File: src/rtl/linebuf_pkg.sv
// linebuf_pkg: width helpers and tap slice helpers shared by the line window buffer.
// Build option: LINEBUF_ZERO_FILL_EN (see line_window_buffer.sv).
package linebuf_pkg;

  localparam int DEF_WIDTH = 32;
  localparam int DEF_DEPTH = 76;
  localparam int DEF_TAPS  = 2;

  // Ceiling log2 for elaboration-time width derivation (clog2(1) = 0).
  function automatic int clog2(input int n);
    int r;
    r = 0;
    for (int v = n - 1; v > 0; v = v >> 1) r = r + 1;
    return r;
  endfunction

  // Column / RAM address width; at least one bit.
  function automatic int addr_width(input int depth);
    return (clog2(depth) < 1) ? 1 : clog2(depth);
  endfunction

  // Write-select width; a single-tap build still gets a one-bit register.
  function automatic int wsel_width(input int taps);
    return (clog2(taps) < 1) ? 1 : clog2(taps);
  endfunction

  // Completed-line counter width, able to hold the value TAPS.
  function automatic int ldone_width(input int taps);
    return clog2(taps + 1);
  endfunction

  // Low bit of tap k (k = 1..TAPS) inside the packed tap_data bus.
  function automatic int tap_lo(input int tap, input int width);
    return (tap - 1) * width;
  endfunction

endpackage

File: src/rtl/line_ram.sv
// line_ram: single-port read-first synchronous RAM, one line of pixels.
// The read port is registered and returns the contents before a same-cycle write.
module line_ram
  import linebuf_pkg::*;
#(
  parameter int WIDTH = DEF_WIDTH,
  parameter int DEPTH = DEF_DEPTH,
  parameter int AW    = addr_width(DEPTH)
) (
  input  logic             clk,
  input  logic             rd_en,
  input  logic             write_en,
  input  logic [AW-1:0]    addr,
  input  logic [WIDTH-1:0] wr_data,
  output logic [WIDTH-1:0] rd_data
);

  logic [WIDTH-1:0] mem [DEPTH];
  logic [WIDTH-1:0] rd_data_q;

  // Read-first port: old word is captured in the same edge the new one is stored.
  always_ff @(posedge clk) begin
    if (rd_en) begin
      rd_data_q <= mem[addr];
    end
    if (write_en) begin
      mem[addr] <= wr_data;
    end
  end

  assign rd_data = rd_data_q;

endmodule

File: src/rtl/line_window_buffer.sv
// line_window_buffer: raster pixel stream in, current pixel plus the same-column
// pixel from each of the previous TAPS lines out, all aligned one cycle later.
// TAPS line RAMs rotate: one is written per line, all share the column address.
// Build option LINEBUF_ZERO_FILL_EN: taps read as zero until their line exists.
module line_window_buffer
  import linebuf_pkg::*;
#(
  parameter int WIDTH = DEF_WIDTH,
  parameter int DEPTH = DEF_DEPTH,
  parameter int TAPS  = DEF_TAPS
) (
  input  logic                         clk,
  input  logic                         rst,
  input  logic                         in_valid,
  input  logic [WIDTH-1:0]             in_data,
  output logic                         out_valid,
  output logic [WIDTH-1:0]             out_data,
  output logic [TAPS*WIDTH-1:0]        tap_data,
  output logic [addr_width(DEPTH)-1:0] out_col,
  output logic                         out_eol,
  output logic                         primed
);

  localparam int AW = addr_width(DEPTH);
  localparam int WW = wsel_width(TAPS);
  localparam int LW = ldone_width(TAPS);

  logic              accept;
  logic              last_col;

  logic [AW-1:0]     col_q, col_d;
  logic [WW-1:0]     wsel_q, wsel_d;
  logic [LW-1:0]     lines_done_q, lines_done_d;
  logic              primed_q, primed_d;

  logic              out_valid_q, out_valid_d;
  logic [WIDTH-1:0]  out_data_q, out_data_d;
  logic [AW-1:0]     out_col_q, out_col_d;
  logic              out_eol_q, out_eol_d;
  logic [WW-1:0]     rd_wsel_q, rd_wsel_d;

  logic [WIDTH-1:0]  ram_rd [TAPS];

  // Reset wins over a same-cycle pixel, so nothing is written or counted.
  assign accept   = in_valid & ~rst;
  assign last_col = (col_q == AW'(DEPTH - 1));

  // Column counter, line rotation, completed-line count and sticky primed flag.
  always_comb begin
    col_d        = col_q;
    wsel_d       = wsel_q;
    lines_done_d = lines_done_q;
    primed_d     = primed_q;
    if (accept) begin
      col_d = last_col ? '0 : col_q + AW'(1);
      if (lines_done_q == LW'(TAPS)) begin
        primed_d = 1'b1;
      end
      if (last_col) begin
        wsel_d = (wsel_q == WW'(TAPS - 1)) ? '0 : wsel_q + WW'(1);
        if (lines_done_q != LW'(TAPS)) begin
          lines_done_d = lines_done_q + LW'(1);
        end
      end
    end
  end

  // Output stage: capture the accepted pixel and the wsel that steers the tap mux.
  always_comb begin
    out_valid_d = accept;
    out_data_d  = out_data_q;
    out_col_d   = out_col_q;
    out_eol_d   = out_eol_q;
    rd_wsel_d   = rd_wsel_q;
    if (accept) begin
      out_data_d = in_data;
      out_col_d  = col_q;
      out_eol_d  = last_col;
      rd_wsel_d  = wsel_q;
    end
  end

  // State register; RAM contents and RAM read registers are deliberately not reset.
  always_ff @(posedge clk) begin
    if (rst) begin
      col_q        <= '0;
      wsel_q       <= '0;
      lines_done_q <= '0;
      primed_q     <= 1'b0;
      out_valid_q  <= 1'b0;
      out_data_q   <= '0;
      out_col_q    <= '0;
      out_eol_q    <= 1'b0;
      rd_wsel_q    <= '0;
    end else begin
      col_q        <= col_d;
      wsel_q       <= wsel_d;
      lines_done_q <= lines_done_d;
      primed_q     <= primed_d;
      out_valid_q  <= out_valid_d;
      out_data_q   <= out_data_d;
      out_col_q    <= out_col_d;
      out_eol_q    <= out_eol_d;
      rd_wsel_q    <= rd_wsel_d;
    end
  end

`ifdef LINEBUF_ZERO_FILL_EN
  logic [TAPS-1:0] tap_vld_q, tap_vld_d;
  logic [TAPS-1:0] tap_ok_q, tap_ok_d;

  // Bit k-1 marks that tap k has a real line behind it; tap_ok is its accept-time copy.
  always_comb begin
    tap_vld_d = tap_vld_q;
    tap_ok_d  = tap_ok_q;
    if (accept) begin
      tap_ok_d = tap_vld_q;
      if (last_col) begin
        for (int i = 0; i < TAPS; i++) begin
          if (lines_done_q == LW'(i)) begin
            tap_vld_d[i] = 1'b1;
          end
        end
      end
    end
  end

  // Tap-valid registers, cleared by reset so a fresh image starts zero-padded.
  always_ff @(posedge clk) begin
    if (rst) begin
      tap_vld_q <= '0;
      tap_ok_q  <= '0;
    end else begin
      tap_vld_q <= tap_vld_d;
      tap_ok_q  <= tap_ok_d;
    end
  end
`endif

  genvar gi;

  // One line RAM per tap; only the RAM selected by wsel takes the new pixel.
  for (gi = 0; gi < TAPS; gi++) begin : g_ram
    line_ram #(
      .WIDTH (WIDTH),
      .DEPTH (DEPTH),
      .AW    (AW)
    ) u_line_ram (
      .clk      (clk),
      .rd_en    (accept),
      .write_en (accept && (wsel_q == WW'(gi))),
      .addr     (col_q),
      .wr_data  (in_data),
      .rd_data  (ram_rd[gi])
    );
  end

  // Tap gi+1 is read from RAM (rd_wsel + TAPS-1-gi) mod TAPS; tap TAPS is the overwritten row.
  for (gi = 0; gi < TAPS; gi++) begin : g_tap
    logic [WW:0]      src_sum;
    logic [WW:0]      src_idx;
    logic [WIDTH-1:0] raw;

    // Wrap the rotated RAM index back into 0..TAPS-1 with one conditional subtract.
    always_comb begin
      src_sum = {1'b0, rd_wsel_q} + (WW + 1)'(TAPS - 1 - gi);
      src_idx = (src_sum >= (WW + 1)'(TAPS)) ? src_sum - (WW + 1)'(TAPS) : src_sum;
      raw     = ram_rd[src_idx];
    end

`ifdef LINEBUF_ZERO_FILL_EN
    assign tap_data[tap_lo(gi + 1, WIDTH) +: WIDTH] = tap_ok_q[gi] ? raw : '0;
`else
    assign tap_data[tap_lo(gi + 1, WIDTH) +: WIDTH] = raw;
`endif
  end

  assign out_valid = out_valid_q;
  assign out_data  = out_data_q;
  assign out_col   = out_col_q;
  assign out_eol   = out_eol_q;
  assign primed    = primed_q;

endmodule
File: config.mk
export PLATFORM = sky130hd
export DESIGN_NAME = line_window_buffer
export DESIGN_NICKNAME = d
export VERILOG_FILES = /design/src/rtl/linebuf_pkg.sv /design/src/rtl/line_ram.sv /design/src/rtl/line_window_buffer.sv
export SDC_FILE = /design/constraint.sdc
export NUM_CORES = 2
export LEC_CHECK = 0
export CAP_MARGIN = 10
export CORE_AREA = 2 2 800 802
export DETAILED_ROUTE_END_ITERATION = 8
export DIE_AREA = 0 0 802 804
export PLACE_DENSITY_LB_ADDON = 0.15
export REMOVE_ABC_BUFFERS = 1
export SYNTH_ARGS = -nofsm -noshare
export SYNTH_HDL_FRONTEND = slang
export SYNTH_MEMORY_MAX_BITS = 65536
export SYNTH_SLANG_ARGS = --single-unit
export TNS_END_PERCENT = 5
File: constraint.sdc
create_clock -name clk -period 6.7 [get_ports clk]
set_input_delay 1.34 -clock clk [delete_from_list [all_inputs] [get_ports clk]]
set_output_delay 1.34 -clock clk [all_outputs]
set_load 0.05 [all_outputs]
==> reports/results.ini <==
[die]
dieArea_um2=644800
dieHeight_um=804
die_x_um=802
num_io_pins=141
fp-row-count=293
core_um2=635700
initial_core_util_pct=29.96

[power]
switching_share_pct=23.14
vdd_ir_drop_max_v=0.0002012
p_int_uw=52730
seq_power_share_pct=50.2
comb_power_share_pct=5.2
p_per_area_nw_per_um2=307.0
p_clk_share_pct=44.6
p_leak_uw=0.06716
p_switching_uw=15880

[cts]
cts_tree=built
postCtsHoldBufs=0
cts_root_buf=clkbuf_16
clkTransAtPathRegs_ns=0.06
ctsResizeCount=0
cts_sinks=4981
cts.htree.levels=6
clk_latency_ns=1.12
postCtsSetupBuffers=0
clockBufferDepth=4
numCtsBuffers=558

[layout]
drive_above_1_share_pct=22.53
register_area_um2=149100
areaGrowthSynthToFinish_pct=17.37
multiInputGateArea_um2=39280
nNetsFinal=10257
fillers=59268

[grt]
grt_pass1_vias=104136
grt_max_degree=120
track_usage_pct=21.98
grt_pass1_wl_um=971700
overflow=0
antenna_found_initial=110

[timing]
maxSlewHeadroom_pct=10.32
clock.fmax_ghz=0.1931
setup_tns_ns=0
rsz0062_at_grt=false
slew_violations=0
max_slew.worst_pin.slew_ns=1.343
hold_violations=0
finalCritPeriodShare_pct=77.28
finalSetupViolCount=0
fin_skew_ns=0.07715
min_period_ns=5.178
hold_ws_ns=0.4609

[logic_synthesis]
synth.ff_latch_count=4981
synthMuxAreaShare_pct=10.78
synthSimpleGateAreaFrac_pct=1.913
seq_area_frac_synth_pct=78.27
synthAdderAreaFrac_pct=0.01314
synth_top_area_cell=edfxtp_1
synth_top_area_share_pct=77.71
async_reset_ff_share_pct=0
yosysWarnings=0
synthDistinctLibCells=74
synth_most_common_cell=edfxtp_1
synth_xor_area_share_pct=0.01840
syn_inst=9630
synth_top_family_by_area=multiplexers
avgSynthCellArea_um2=19.77
synth_area_um2=190400
synth_edf_count=4928
synth_compound_area_share_pct=7.139
ys_top_cells_by_area=edfxtp_1 78%, mux4_2 6.3%, a221oi_1 3.1%
synth.top_cells.by_count=4928 x edfxtp_1, 680 x a221oi_1, 571 x mux2i_1
synth_ff_type=edfxtp_1

[worst_setup_path]
crit_fanout=101
critPathSlowestCell=a21oi_1
cp_num_buf_inv=3
worstPathArrival_ns=5.88
worstPathCellList=buf_12, buf_12, buf_4, mux2i_1, a22oi_1, nand3_1, nand3_1, a21oi_1, a32oi_1
path_class=reg2reg
start_kind=flop
end_kind=flop
cp_data_required_time_ns=7.41
max_stage_delay_ns=0.84
path_delay_family=buffers and inverters

[route]
routedWlPerCell_um=38.32
vias_per_cell=5.548
wl_um=732000
vias=105969
dr.first_iter.drc_count=15476
firstDrtPassIters=6
drcViolationCount=0
ant_nets=0

[job]
maxCapViolations=0

[status]
outcome=finished, final reports clean

[place]
place.gp.congestion=0.8264
post-dp-hpwl_um=446600
port_buffers=140

[hold_path]
hp-class=reg2reg

-- final timing paths --
kind | slack, ns | to | startpoint | cells past startpoint
max reg2reg | 1.52 | g_ram[0].u_line_ram.rd_data[13]$_DFFE_PN_ | col_q[2]$_SDFFE_PP0N_ | 9
max | 1.52 | g_ram[0].u_line_ram.rd_data[13]$_DFFE_PN_ | col_q[2]$_SDFFE_PP0N_ | 9
min | 0.46 | out_eol$_SDFFE_PP0N_ | out_eol$_SDFFE_PP0N_ | 2
min reg2reg | 0.46 | out_eol$_SDFFE_PP0N_ | out_eol$_SDFFE_PP0N_ | 2
-- state kept, by name, indices dropped and copies added (netlist names), 2 cells and up --
register,count
g_ram.u_line_ram.mem,4864
g_ram.u_line_ram.rd_data,64
col_q,7
lines_done_q,2
out_col,7
out_data,32
-- worst register-to-register path, stage by stage (launching register included) --
cell and delay [ns]:
dfxtp_4 0.78, buf_12 0.40, buf_12 0.76, buf_4 0.64
mux2i_1 0.26, a22oi_1 0.10, nand3_1 0.21, nand3_1 0.30
a21oi_1 0.84, a32oi_1 0.46
-- metal layers --
metal | wire (um) | GRT usage (%) | vias up
met5 | 181 | 0 | -
met4 | 21210 | 5.830 | 30
met3 | 65240 | 4.601 | 921
met2 | 342300 | 35.33 | 5398
met1 | 303000 | 30.40 | 57738
li1 | - | - | 41882
-- final cells by class --
cell class	instances	share of cell area, %
multi-input combinational	3987	17.58
clock buffer	703	6.619
antenna	26	0.02911
inverter	7	0.02519
timing repair buffer	685	2.849
sequential	4981	66.70
tap	8407	4.706
clock inverter	303	1.499
-- metrics by stage --
step           setup WS (ns)  utilization (%)  power (uW)  std cells  cell area (um2)
6_report               1.522            35.16       68610      19099           223500
2_1_floorplan         -56.92                -       37450       8975           186900
4_1_cts                1.582            35.15       69130      19072           223400
3_3_place_gp           1.229            32.28       38670      18058           205200
5_1_grt                1.433            35.15       70390      19074           223400
3_5_place_dp           1.455            32.29       38700      18066           205300
-- power by group through the flow --
| stage | registers [uW] | clock network (uW) | logic (uW) |
|---|---|---|---|
| 2_1_floorplan | 35200 | 0 | 2240 |
| 3_3_place_gp | 35100 | 0 | 3580 |
| 3_5_place_dp | 35100 | 0 | 3610 |
| 4_1_cts | 34400 | 31100 | 3620 |
| 5_1_grt | 34400 | 32300 | 3700 |
| 6_report | 34400 | 30600 | 3580 |
-- placed cells by master (no fill, tap or decap), types with 45 or more instances in the layout --
| cell type | n |
|---|---|
| mux4_2 | 536 |
| a221oi_1 | 680 |
| nand3_1 | 69 |
| a21oi_1 | 195 |
| o21ai_0 | 179 |
| clkbuf_16 | 567 |
| o221ai_1 | 96 |
| a22oi_1 | 182 |
| nand2_1 | 215 |
| buf_12 | 67 |
| mux2_2 | 240 |
| nor2_1 | 276 |
| buf_4 | 478 |
| o22ai_1 | 81 |
| nor2_4 | 160 |
| clkinv_1 | 100 |
| dfxtp_1 | 45 |
| clkdlybuf4s50_1 | 106 |
| clkinv_2 | 85 |
| mux2i_1 | 571 |
| clkbuf_1 | 126 |
| edfxtp_1 | 4928 |
-- logic make-up (layout without fill, tap and decap cells) --
family,after synthesis,in the layout
mux,1350,1350
flops,4981,4981
buf+inv,662,1698
fa+ha+maj,2,2
other cells,0,26
compound gates,1769,1769
xor+xnor,4,4
simple gates,862,862
Note: power is estimated with default switching activity, not from simulation.
